### config.mk
export PLATFORM = sky130hd
export DESIGN_NAME = angle_frame_parser
export DESIGN_NICKNAME = d
export VERILOG_FILES = /design/src/rtl/angle_frame_parser.sv
export SDC_FILE = /design/constraint.sdc
export NUM_CORES = 1
export LEC_CHECK = 0
export CELL_PAD_IN_SITES_DETAIL_PLACEMENT = 1
export CELL_PAD_IN_SITES_GLOBAL_PLACEMENT = 1
export CORE_UTILIZATION = 28
export DETAILED_ROUTE_END_ITERATION = 16
export PLACE_DENSITY_LB_ADDON = 0.1
export SETUP_SLACK_MARGIN = 0.2
export SLEW_MARGIN = 20
export SYNTH_ARGS = -nofsm -noshare
export SYNTH_HDL_FRONTEND = slang
export SYNTH_SLANG_ARGS = --single-unit
### constraint.sdc
create_clock -name clk -period 1.7 [get_ports clk]
set_input_delay 0.34 -clock clk [delete_from_list [all_inputs] [get_ports clk]]
set_output_delay 0.34 -clock clk [all_outputs]
set_load 0.02 [all_outputs]
### src/rtl/angle_frame_parser.sv
// angle_frame_parser: pulls bytes from a FIFO, locks on HEADER and emits N_POINTS {hi,lo} angles on valid/ready.
// Define ANGLE_FRAME_CHECKSUM_EN to append and verify a trailing XOR checksum byte per frame.
module angle_frame_parser #(
    parameter logic [7:0] HEADER   = 8'hFA,
    parameter int         N_POINTS = 12
) (
    input  logic        clk,
    input  logic        rst,
    input  logic [7:0]  din,
    input  logic        empty,
    output logic        re,
    output logic [15:0] angle,
    output logic [3:0]  angle_idx,
    output logic        angle_valid,
    input  logic        angle_ready,
    output logic        frame_ok,
    output logic        frame_err,
    output logic [7:0]  err_cnt
);
`ifdef ANGLE_FRAME_CHECKSUM_EN
    typedef enum logic [1:0] {HUNT, HI, LO, CHK} state_t;
`else
    typedef enum logic [1:0] {HUNT, HI, LO} state_t;
`endif
    localparam logic [3:0] LAST = 4'(N_POINTS - 1);
    state_t      r_state;
    logic        r_pend, r_held, r_valid, r_ok;
    logic [7:0]  r_hi, r_lo;
    logic [3:0]  r_idx, r_aidx;
    logic [15:0] r_angle;
`ifdef ANGLE_FRAME_CHECKSUM_EN
    logic [7:0]  r_sum, r_cnt;
    logic        r_err;
`endif
    logic        w_stall, w_take;
    logic [7:0]  w_byte;
    assign w_stall = r_valid && !angle_ready;
    // a LO byte arriving while the previous angle is unaccepted waits in r_lo
    assign w_take  = (r_pend || r_held) && !(r_state == LO && w_stall);
    assign w_byte  = r_held ? r_lo : din;
    assign re      = rst && !empty && !r_pend && !r_held && !w_stall;
    always_ff @(posedge clk or negedge rst) begin
        if (!rst) begin
            r_state <= HUNT;
            r_pend  <= 1'b0;
            r_held  <= 1'b0;
            r_valid <= 1'b0;
            r_ok    <= 1'b0;
            r_hi    <= '0;
            r_lo    <= '0;
            r_idx   <= '0;
            r_aidx  <= '0;
            r_angle <= '0;
`ifdef ANGLE_FRAME_CHECKSUM_EN
            r_sum   <= '0;
            r_cnt   <= '0;
            r_err   <= 1'b0;
`endif
        end else begin
            r_pend <= re;
            r_ok   <= 1'b0;
`ifdef ANGLE_FRAME_CHECKSUM_EN
            r_err  <= 1'b0;
`endif
            if (r_valid && angle_ready) r_valid <= 1'b0;
            if (r_pend && !w_take) begin
                r_held <= 1'b1;
                r_lo   <= din;
            end
            if (w_take) begin
                r_held <= 1'b0;
                case (r_state)
                    HUNT: if (w_byte == HEADER) begin
                        r_state <= HI;
                        r_idx   <= '0;
`ifdef ANGLE_FRAME_CHECKSUM_EN
                        r_sum   <= '0;
`endif
                    end
                    HI: begin
                        r_hi    <= w_byte;
                        r_state <= LO;
`ifdef ANGLE_FRAME_CHECKSUM_EN
                        r_sum   <= r_sum ^ w_byte;
`endif
                    end
                    LO: begin
                        r_angle <= {r_hi, w_byte};
                        r_aidx  <= r_idx;
                        r_valid <= 1'b1;
                        r_idx   <= r_idx + 4'd1;
`ifdef ANGLE_FRAME_CHECKSUM_EN
                        r_sum   <= r_sum ^ w_byte;
                        r_state <= (r_idx == LAST) ? CHK : HI;
`else
                        r_ok    <= (r_idx == LAST);
                        r_state <= (r_idx == LAST) ? HUNT : HI;
`endif
                    end
`ifdef ANGLE_FRAME_CHECKSUM_EN
                    CHK: begin
                        r_ok    <= (w_byte == r_sum);
                        r_err   <= (w_byte != r_sum);
                        r_cnt   <= (w_byte != r_sum && r_cnt != 8'hFF) ? r_cnt + 8'd1 : r_cnt;
                        r_state <= HUNT;
                    end
`endif
                    default: r_state <= HUNT;
                endcase
            end
        end
    end
    assign angle       = r_angle;
    assign angle_idx   = r_aidx;
    assign angle_valid = r_valid;
    assign frame_ok    = r_ok;
`ifdef ANGLE_FRAME_CHECKSUM_EN
    assign frame_err   = r_err;
    assign err_cnt     = r_cnt;
`else
    assign frame_err   = 1'b0;
    assign err_cnt     = 8'd0;
`endif
endmodule

Yosys cells after proc, flatten, opt, wreduce, memory -nomap -nowiden
Index checks and enable logic that the tools add are counted.
- add/sub/neg operators: 1
- equality and inequality tests: 5
- muxes and demuxes: 13
- reduce and logical (&&, ||, !) cells: 24
- operators by type and width (kind ; count):
    1-bit logical AND ; 9
    8-bit == test, second input constant ; 1
    1-bit two-way mux ; 8
    8-bit two-way mux ; 1
    4-bit case mux with 2 select lines ; 1
    1-bit zero test ; 7
    2-bit case mux with 3 select lines ; 1
    2-bit AND reduction ; 3
    4-bit by 1-bit adder with 4-bit output, second input constant ; 1
    4-bit == test, second input constant ; 1
    4-bit two-way mux ; 1
    2-bit nonzero test ; 2
    3-bit AND reduction ; 1
    2-bit by 1-bit == test with 1-bit output, second input constant ; 1
    2-bit == test, second input constant ; 1
    2-bit zero test ; 1
    2-bit two-way mux ; 1
    2-bit inequality test, second input constant ; 1
    1-bit logical OR ; 1
- flip-flop bits (word level): 46
- input port bits: 12
- output and inout bits: 32
- word-level logic and storage cells: 53

Depth between registers and ports, before layout
Gate-level depths: netlist (run 1).
- depth after elaboration: 9
- depth in mapped cells: 6
- depth with buffers taken out: 5

Least setup slack after synthesis (run 1)
OpenSTA, ideal clock, no wires.
- path type: reg-to-reg
- start: reg r_valid (netlist: angle_valid)
- end: reg r_angle[10] (netlist: angle[10])
- setup time: 117 ps
- arrival: 1411 ps
- required time: 1583 ps
- slack: 172 ps
- stages on the path, launching flop included: 7
- buffers on the path: 2
- period minus slack after synthesis: 1528 ps
- cells stage by stage: dfrtp_1 nor2b_1 or3_1 buf_2 buf_2 nand2_1 nand2_1
- cells in the longest elaborated chain, start to end: 5
- RTL lines (what ; RTL line ; source):
    start, declared ; 27 ; logic r_pend, r_held, r_valid, r_ok;
    start signal, assigned ; 47 ; r_valid <= 1'b0;
    start signal, assigned ; 65 ; if (r_valid && angle_ready) r_valid <= 1'b0;
    start signal, assigned ; 90 ; r_valid <= 1'b1;
    1-bit logical AND ; 37 ; assign w_stall = r_valid && !angle_ready;
    1-bit logical AND ; 39 ; assign w_take = (r_pend || r_held) && !(r_state == LO && w_stall);
    1-bit zero test ; 39 ;
    1-bit logical AND ; 39 ;
    2-bit AND reduction (no source line) ; - ;
    end signal, assigned ; 88 ; r_angle <= {r_hi, w_byte};
    end, declared ; 30 ; logic [15:0] r_angle;
No other way between the ends.
A chain may end at the register's enable or synchronous reset.

Final worst setup path (run 1)
- start: reg r_held
- end: reg r_angle[4] (netlist: angle[4])
- cells in the longest elaborated chain, start to end: 3
- elaborated cells between the ends (all ways): 4
- classes of those cells: mux (1); reduce/logical (3)
- RTL lines (what ; RTL line ; source):
    start, declared ; 27 ;
    start signal, assigned ; 46 ; r_held <= 1'b0;
    start signal, assigned ; 67 ; r_held <= 1'b1;
    start signal, assigned ; 71 ; r_held <= 1'b0;
    1-bit logical OR ; 39 ;
    1-bit logical AND ; 39 ;
    2-bit AND reduction (no source line) ; - ;
Parallel ways exist; a longest one is shown, timed or not.

==> run metrics, run 1 <==
outcome=completed; fmax=0.642 GHz; Largest delay share family, worst path=simple AND/OR/NAND/NOR gates; sequential area share after synthesis=58.2%; IO Pins=44; Placer Congestion=0.741; area of the mapped netlist=1980 um2; fin. max-slew vios=0; drc violations=0; drt wl/cell=14.3 um; final wirelength=5.06 mm; Core ar.=6790 um2; slack of the worst reg-to-reg path=0.14 ns; die footprint=7400 um2; share of cells above drive strength 1=26.1%; largest net degree at the start of global routing=47; first-pass GRT wire length=8.42 mm; antenna diode count=0; Worst Tran Pin Value=0.574 ns; Nets=270; worst hold slack=0.202 ns; worst reg2reg path startpoint=r_held; row count=30; warnings from Yosys=0; period utilization=91.6%; vias per cell=4.41; Layout area overhead=42.0%; max_cap viols=0; Switching Fraction=29.1%; Netlist cell types=31; hold crit path type=input port to async pin; HPWL Detailed=3.50 mm; Worst path max stage delay=0.48 ns; total grt overflow=0; vias in the first global route=1,619; type of destination of the critical path=flop; slowest CP cell=or3_4; CTS Hold Bufs=0; # setup viols final=0; die width=86.0 um; P_leak=0.00139 uW; Sink Count=46; die height=86.0 um; syn_area_per_cell=10.4 um2; Comb pwr share=18.0%; All-Layer GR Usage=15.3%; Cells after DPL=333; Slew HR=61.8%; Bufs and invs on worst path=2; Clk pwr share=28.0%; worst-path fanout max=7; Worst EP arrival=1.74 ns; Post-Synthesis Cells=191; Num CTS Buffers=5; vias=1,557; Reg clk slew, reported paths=0.09 ns; total power=2330 uW; P_int=1650 uW; DRT Pass-1 Iters=4; Worst Reg-to-Reg Cells=6; setup TNS=0 ns; initial antenna violation count=0; CTS Buffer Depth=2; PD cells=829 nW/um2; Worst Skew=0.00585 ns; switching power=678 uW; Worst EP required=1.88 ns; Hold Violations, Final=0; H-tree Lvls=2; Initial Utilization=29.1%; Port Buffers=34; Seq cells post-synth=46; worst vdd ir=0.303 mV; Post-Layout Cell Count=353; RSZ-0062 raised after global routing=true; Clock Latency Late Sink=0.30 ns; DRT iter0 DRCs=56; minimum clock period=1.56 ns; Flop pwr share=54.0%; FF-to-FF End=angle[4]; CTS tree=yes; crit-path cells=nor2_2 -> buf_4 -> or3_4 -> buf_12 -> nand2_1 -> o21ai_1; Clk Tree Root Cell=clkbuf_8; antenna-violating nets left=0; Setup CP Type=flop to flop; critical path startpoint category=flop
==> how the worst max path moves through the flow <==
stage,startpoint,endpoint,slack [ns],cells after the start
after global placement,angle_ready,re,-0.41,4
after CTS,r_held,re,0.09,3
after detailed placement,angle_ready,re,-0.42,4
final,r_held,angle[4],0.14,6
after floorplan,angle_valid,angle[10],0.21,6
after global routing,r_held,re,0.07,3
==> cells by family after synthesis <==
| kind of cell | share of synthesized area (%) |
|---|---|
| other | 0.190 |
| multiplexers | 8.10 |
| adder cells (fa/ha/maj) | 0.633 |
| flip-flops | 58.2 |
| AND/OR/NAND/NOR | 18.2 |
| buffers and inverters | 6.01 |
| AO/OA/AOI/OAI | 8.61 |
==> flip-flops by register name, summed over array words and instances (netlist names) <==
signal / count
r_state: 2
angle: 16
angle_idx: 4
r_held: 1
r_pend: 1
angle_valid: 1
r_hi: 8
r_lo: 8
r_idx: 4
frame_ok: 1
==> stage by stage <==
stage / util (%) / cell area [um2] / setup WS [ns]
2_1_floorplan: - / 2010 / 0.209
3_3_place_gp: 37.1 / 2520 / -0.407
5_1_grt: 41.3 / 2810 / 0.0669
6_report: 41.3 / 2810 / 0.142
4_1_cts: 40.4 / 2750 / 0.0912
3_5_place_dp: 37.1 / 2520 / -0.421
==> final cells by class <==
type / count / area [um2]
Tap cell: 96 / 120
Clock buffer: 6 / 72.6
Multi-Input combinational cell: 137 / 826
Sequential cell: 46 / 1150
Clock inverter: 1 / 7.51
Inverter: 1 / 3.75
Timing Repair Buffer: 66 / 622
Fill cell: 785 / 3990
==> synth_stat cells <==
cell | instances | area, um2
a211oi_1 | 1 | 7.51
a21o_1 | 1 | 7.51
a21oi_1 | 10 | 50.1
a22o_1 | 1 | 8.76
and4_1 | 1 | 8.76
and4b_1 | 1 | 10.0
buf_2 | 5 | 25.0
buf_4 | 9 | 67.6
buf_6 | 2 | 22.5
conb_1 | 1 | 3.75
dfrtp_1 | 46 | 1150
ha_1 | 1 | 12.5
inv_1 | 1 | 3.75
mux2_2 | 8 | 90.1
mux2i_1 | 7 | 70.1
nand2_1 | 51 | 191
nand2b_1 | 2 | 12.5
nand3_1 | 3 | 15.0
nand4_1 | 2 | 12.5
nand4b_1 | 1 | 8.76
nor2_1 | 11 | 41.3
nor2_2 | 1 | 6.26
nor2b_1 | 3 | 18.8
nor3_1 | 2 | 10.0
nor3b_2 | 1 | 12.5
o211ai_1 | 2 | 15.0
o21ai_0 | 2 | 10.0
o21ai_1 | 10 | 50.1
o22ai_1 | 2 | 12.5
o32ai_1 | 1 | 8.76
or3_1 | 2 | 12.5
==> power groups by stage <==
stage	clock network [uW]	registers, uW	logic [uW]
finish	653	1260	418
global route	729	1270	466
floorplan	0	1340	154
global placement	0	1280	427
CTS	689	1260	414
detailed placement	0	1280	435
==> cells in the final DEF (no fill, tap or decap), types with 2 or more instances in the layout <==
master	netlist	routed
buf_12	0	2
mux2i_1	7	7
a21oi_1	10	10
nor2_1	11	10
dlygate4sd2_1	0	25
nand2_1	51	50
o211ai_1	2	2
dfrtp_2	0	3
nand2b_4	0	2
or3_4	0	2
buf_6	2	4
buf_16	0	2
nand3_2	0	2
o21ai_1	10	11
dfrtp_1	46	43
nor2_2	1	2
mux2_2	8	8
nand4_1	2	2
nor2b_4	0	2
buf_4	9	25
clkbuf_8	0	5
clkdlybuf4s50_1	0	7
conb_1	1	9
==> timing repair <==
item / 4_1_cts / 5_1_grt
setup endpoints to repair: 49 / 34
setup buffers: 6 / 3
gates resized for setup: 48 / 10
gates cloned: 4 / 0
pin swaps: 10 / 11
==> metal layers <==
metal | track usage [%] | part of all wire (%) | vias up
met3 | 4.14 | 2.8 | 2
met2 | 24.2 | 48 | 27
met4 | 5.00 | 0.79 | 0
li1 | - | - | 760
met5 | 0 | 0 | -
met1 | 20.3 | 48 | 768
No activity file was read; power rests on OpenSTA's default activity.
==> run 2, diff against run 1 <==
Clock period 1.7 ns to 1.6 ns, I/O delays scaled along.
==> run 2 against run 1 <==
  * Count of clock-buffer cells in the layout shrank 1
  * Sequential power up 8%
  * Flip-flop and latch count unchanged
  * Clock power increased by 9.5%
  * Hold slack gained 0.013 ns
  * Worst setup slack worse by 0.13 ns
  * First-iteration DRC count fell by 32%
  * Non-clock buffer count increased by 8
  * Largest power group unchanged
==> run metrics, run 2 (synthesis gave the netlist of run 1 again) <==
DRT iter0 DRCs=38 (-32%); Largest register FFs=16 (unchanged); worst reg2reg path startpoint=r_held; setup slack after layout=0.0163 ns (-0.126 ns); outcome=completed; Layout area overhead=63.0%; IO Pins=44 (unchanged); slowest CP cell=dfrtp_2; Nets=278 (+3.0%); Reg clk slew, reported paths=0.09 ns (about the same); Worst path max stage delay=0.42 ns (-0.06 ns); antenna diode count=0 (unchanged); Bufs and invs on worst path=2 (unchanged); die width=86.0 um (unchanged); antenna-violating nets left=0 (unchanged); slack of the worst reg-to-reg path=0.02 ns (-0.13 ns); Setup CP Type=flop to primary output; CTS tree=yes; Worst Reg-to-Reg Cells=6 (unchanged); Crit path depth=4 (-2); Port Buffers=34 (unchanged); first-pass GRT wire length=8.82 mm (+4.7%); minimum clock period=1.58 ns; critical path startpoint category=flop; final wirelength=5.38 mm (+6.3%); # setup viols final=0 (unchanged); Core ar.=6790 um2 (unchanged); Crit path top cell by count=buf_6; worst hold slack=0.215 ns (+0.0134 ns); Worst Skew=0.0100 ns (+0.00418 ns); die footprint=7400 um2 (unchanged); Initial Utilization=29.1% (unchanged); RSZ-0062 raised after global routing=true; Placer Congestion=0.767 (+3.5%); Sink Count=46 (unchanged); drc violations=0 (unchanged); commonest non-fill, non-tap cells in the layout=45 x dfrtp_1, 23 x buf_4, 21 x nand2_1; fin. max-slew vios=0 (unchanged); Largest delay share family, worst path=flip-flops; vias in the first global route=1,682 (+3.9%); total grt overflow=0 (unchanged); CTS Hold Bufs=0 (unchanged); vias=1,625 (+4.4%); commonest non-fill, non-tap cell in the layout=dfrtp_1; H-tree Lvls=2 (unchanged); HPWL Detailed=3.64 mm (+3.9%); worst vdd ir=0.426 mV (+41%); Worst Tran Pin Value=0.594 ns (+0.0203 ns); die height=86.0 um (unchanged); Clock Latency Late Sink=0.30 ns (about the same); fmax=0.631 GHz; Clk Tree Root Cell=clkbuf_8; CTS Buffer Depth=2 (unchanged); DRT Pass-1 Iters=2 (-2); type of destination of the critical path=primary output; Slew HR=60.4% (-1.4 points); hold crit path type=input port to async pin; drt wl/cell=14.9 um (+3.7%); Worst EP arrival=1.26 ns (-0.48 ns); Worst EP required=1.28 ns (-0.60 ns); row count=30 (unchanged); pre-CTS WS=-0.542 ns (-0.121 ns); Hold Violations, Final=0 (unchanged); period utilization=99.0%; max_cap viols=0 (unchanged); All-Layer GR Usage=15.6% (+0.29 points); initial antenna violation count=0 (unchanged); FF-to-FF End=r_idx[0]; PD cells=808 nW/um2 (-2.6%); FILL cells=740 (-5.7%); worst-path fanout max=2 (-5); share of cells above drive strength 1=45.5% (+19 points); P_leak=0.00151 uW (+8.8%); crit-path cells=buf_6 -> nand2b_4 -> and4b_1 -> buf_6; largest net degree at the start of global routing=47 (unchanged); vias per cell=4.49 (+1.8%); Num CTS Buffers=5 (unchanged)
run 2: cell count changes in the layout (fill, tap and decap cells not counted), moves of 6 or more:
cell             before  now
mux2i_4               0    6
o21ai_2               1    8
nand2_1              50   21
mux2i_1               7    0
nand2_4               0   12
mux2_2                8    0
mux2_4                0    8
clkdlybuf4s15_1       0    7
dlygate4sd2_1        25   16
buf_6                 4   11
o21ai_1              11    4
nand2_2               1   18
run 2: repair_timing:
| item | CTS | global route |
|---|---|---|
| setup buffers | 4 | 5 |
| pin swaps | 23 | 21 |
| endpoints found under the setup margin | 57 | 41 |
| cloned | 5 | 0 |
| gates resized for setup | 69 | 75 |
run 2: cell type report:
class / instances / area, um2 / area share [%]
Clock buffer: 5 / 68.8 / 2.14
Clock inverter: 3 / 21.3 / 0.660
Inverter: 1 / 3.75 / 0.117
Multi-Input combinational cell: 137 / 1110 / 34.3
Sequential cell: 46 / 1150 / 35.8
Tap cell: 96 / 120 / 3.73
Timing Repair Buffer: 74 / 749 / 23.3
run 2: worst register-to-register path, delay by kind of cell (launching register included):
family	cells	cell delay (ns)
and+or+nand+nor	2	0.49
DFF	1	0.43
AOI/OAI and AO/OA	3	0.37
buffers and inverters	1	0.19
run 2: how the worst max path moves through the flow:
stage | from | endpoint
floorplan | r_state[0] | angle[4]
global placement | angle_ready | re
detailed placement | angle_ready | re
CTS | r_held | r_idx[2]
global route | r_held | r_idx[1]
finish | angle_valid | re
run 2: power by group:
part,internal (uW),switching (uW)
clock,307,408
combinational,241,287
sequential,1270,90.5
run 2: metal layers:
layer	routed length (um)	global-route usage, %
met1	2460	21.1
met2	2740	26.0
met3	131	2.60
met4	46	3.64
met5	0	0
run 2: through the flow:
step / setup TNS [ns] / std cells / util, % / instance area (um2) / power (uW)
after global placement: -9.22 / 340 / 38.3 / 2600 / 1820
after floorplan: 0 / 199 / - / 2050 / 1590
after global routing: -0.210 / 362 / 47.4 / 3220 / 2740
after CTS: -0.0186 / 357 / 42.6 / 2890 / 2560
after detailed placement: -10.09 / 340 / 38.3 / 2600 / 1840
final: 0 / 362 / 47.4 / 3220 / 2600
==> run 3, diff against run 2 <==
--- a/constraint.sdc
+++ b/constraint.sdc
@@ -3,2 +3,2 @@
 set_output_delay 0.32 -clock clk [all_outputs]
-set_load 0.02 [all_outputs]
+set_load 0.01 [all_outputs]
==> run 3 against run 2 <==
  * Worst setup slack improved by 0.027 ns
  * Cell count rose by 0.28%
  * Non-clock buffer count rose by 2
  * Count of clock-buffer cells in the layout rose by 2
  * Global-route usage rose by 0.43 points
  * Maximum frequency rose by 1.7%
  * Core utilization fell by 2.4 points
  * Routed wire length rose by 4.0%
  * Flip-flop and latch count did not move
  * First-iteration DRC count rose by 53%
  * Via count rose by 0.80%
==> run metrics, run 3 (synthesis gave the netlist of run 1 again) <==
slack of the worst reg-to-reg path=0.04 ns (+0.03 ns); Cells after DPL=336 (-1.2%); Clk pwr share=32.5% (+5.0 points); DRT Pass-1 Iters=4 (+2); die height=86.0 um (unchanged); hold crit path type=input port to async pin; Clk Tree Root Cell=clkbuf_8; CTS tree=yes; Setup CP Type=flop to flop; Num CTS Buffers=5 (unchanged); Worst path max stage delay=0.43 ns (about the same); drc violations=0 (unchanged); Clock Latency Late Sink=0.30 ns (about the same); Port Buffers=34 (unchanged); drt wl/cell=15.4 um (+3.7%); Post-Layout Cell Count=363 (+0.28%); Largest delay share family, worst path=simple AND/OR/NAND/NOR gates; Largest register FFs=16 (unchanged); Hold Violations, Final=0 (unchanged); critical path startpoint category=flop; P_leak=0.00149 uW (-0.97%); worst-path fanout max=5 (+3); type of destination of the critical path=flop; initial antenna violation count=0 (unchanged); dpl cell area=2540 um2 (-2.4%); H-tree Lvls=2 (unchanged); FILL cells=747 (+0.95%); Layout area overhead=54.7%; total grt overflow=0 (unchanged); antenna-violating nets left=0 (unchanged); vias=1,638 (+0.80%); fin. max-slew vios=0 (unchanged); die footprint=7400 um2 (unchanged); Switching Fraction=26.3% (-3.9 points); Nets=279 (+0.36%); setup TNS=0 ns (unchanged); RSZ-0062 raised after global routing=true; # setup viols final=0 (unchanged); die width=86.0 um (unchanged); commonest non-fill, non-tap cell in the layout=dfrtp_1; max_cap viols=0 (unchanged); Sink Count=46 (unchanged); utilization after layout=45.0% (-2.4 points); Reg clk slew, reported paths=0.09 ns (about the same); share of cells above drive strength 1=36.0% (-9.5 points); HPWL Detailed=3.58 mm (-1.6%); Worst EP required=1.78 ns (+0.50 ns); PD cells=866 nW/um2 (+7.2%); slowest CP cell=dfrtp_1; Initial Utilization=29.1% (unchanged); Placer Congestion=0.765 (-0.23%); commonest non-fill, non-tap cells in the layout=45 x dfrtp_1, 32 x nand2_1, 26 x buf_4; first-pass GRT wire length=8.98 mm (+1.9%); worst vdd ir=0.288 mV (-32%); Flop pwr share=51.0% (-1.2 points); vias per cell=4.51 (+0.52%); IO Pins=44 (unchanged); Worst Skew=0.00611 ns (-0.00392 ns); multi-input logic area=913 um2 (-17%); outcome=completed; All-Layer GR Usage=16.0% (+0.43 points); Comb pwr share=16.5% (-3.8 points); DRT iter0 DRCs=58 (+53%); Slew HR=58.8% (-1.7 points); worst reg2reg path startpoint=angle_valid; row count=30 (unchanged); CTS Buffer Depth=2 (unchanged); Core ar.=6790 um2 (unchanged); Finished Cell Area=3060 um2 (-5.1%); largest net degree at the start of global routing=47 (unchanged); period utilization=97.3% (-1.7 points); antenna diode count=0 (unchanged); FF-to-FF End=angle[4]; Worst EP arrival=1.74 ns (+0.48 ns); crit-path cells=nor2b_4 -> or3_4 -> buf_8 -> buf_12 -> nand2_2 -> o21ai_1; Worst Tran Pin Value=0.619 ns (+0.0248 ns); fmax=0.642 GHz (+1.7%); Worst Reg-to-Reg Cells=6 (unchanged); Bufs and invs on worst path=2 (unchanged); minimum clock period=1.56 ns (-0.0266 ns); switching power=695 uW (-12%); vias in the first global route=1,779 (+5.8%); Storage cell area=1150 um2 (unchanged); final wirelength=5.60 mm (+4.0%); P_int=1950 uW (+7.5%)
run 3: cell count changes in the layout (fill, tap and decap cells not counted), moves of 3 or more:
cell | before | now
buf_4 | 23 | 26
buf_6 | 11 | 7
clkdlybuf4s15_1 | 7 | 0
dlygate4sd2_1 | 16 | 24
mux2_2 | 0 | 7
mux2_4 | 8 | 1
mux2i_1 | 0 | 7
mux2i_4 | 6 | 0
nand2_1 | 21 | 32
nand2_2 | 18 | 15
nand2_4 | 12 | 4
o21ai_1 | 4 | 7
o21ai_2 | 8 | 4
run 3: power by group through the flow:
stage / Sequential [uW] / Clock [uW] / Combinational [uW]
final: 1350 / 861 / 436
after global routing: 1370 / 947 / 479
after CTS: 1340 / 892 / 406
after detailed placement: 1360 / 0 / 417
after global placement: 1350 / 0 / 409
after floorplan: 1380 / 0 / 154
run 3: layer usage:
metal / GRT usage [%] / routed length (um) / vias to the layer above
met5: 0 / 0 / -
met4: 6.67 / 112 / 0
met3: 3.18 / 191 / 11
met2: 25.9 / 2760 / 35
met1: 20.9 / 2540 / 808
li1: - / - / 784
run 3: final cells by class:
type                       instances  share of cell area, %
timing repair buffer              76                   24.9
sequential                        46                   37.7
clock buffer                       7                   2.50
multi-input combinational        136                   29.9
tap                               96                   3.93
clock inverter                     1                  0.982
inverter                           1                  0.123
run 3: timing repair:
action | CTS | global route
resized for setup | 48 | 43
setup endpoints to repair | 56 | 44
pin swaps | 10 | 24
gates cloned | 3 | 2
buffers inserted | 10 | 4
hold buffers | 0 | 0
run 3: worst register-to-register path, stage by stage (launching register included):
cell and delay (ns):
dfrtp_1 0.43, nor2b_4 0.17, or3_4 0.42, buf_8 0.17
buf_12 0.14, nand2_2 0.06, o21ai_1 0.05
run 3: through the flow:
step	hold slack [ns]	setup WS, ns	total power (uW)
CTS	0.224	0.0241	2640
global placement	0.457	-0.381	1760
finish	0.198	0.0429	2650
floorplan	0.0244	0.184	1530
detailed placement	0.460	-0.428	1780
global route	0.258	-0.0229	2790
run 3: how the worst max path moves through the flow:
stage	cells after the start	endpoint	slack, ns	from
2_1_floorplan	6	r_idx[1]	0.18	angle_valid
3_5_place_dp	7	r_idx[2]	-0.43	angle_ready
4_1_cts	7	angle[3]	0.02	r_held
6_report	6	angle[4]	0.04	angle_valid
5_1_grt	6	r_idx[3]	-0.02	angle_valid
3_3_place_gp	7	r_idx[2]	-0.38	angle_ready
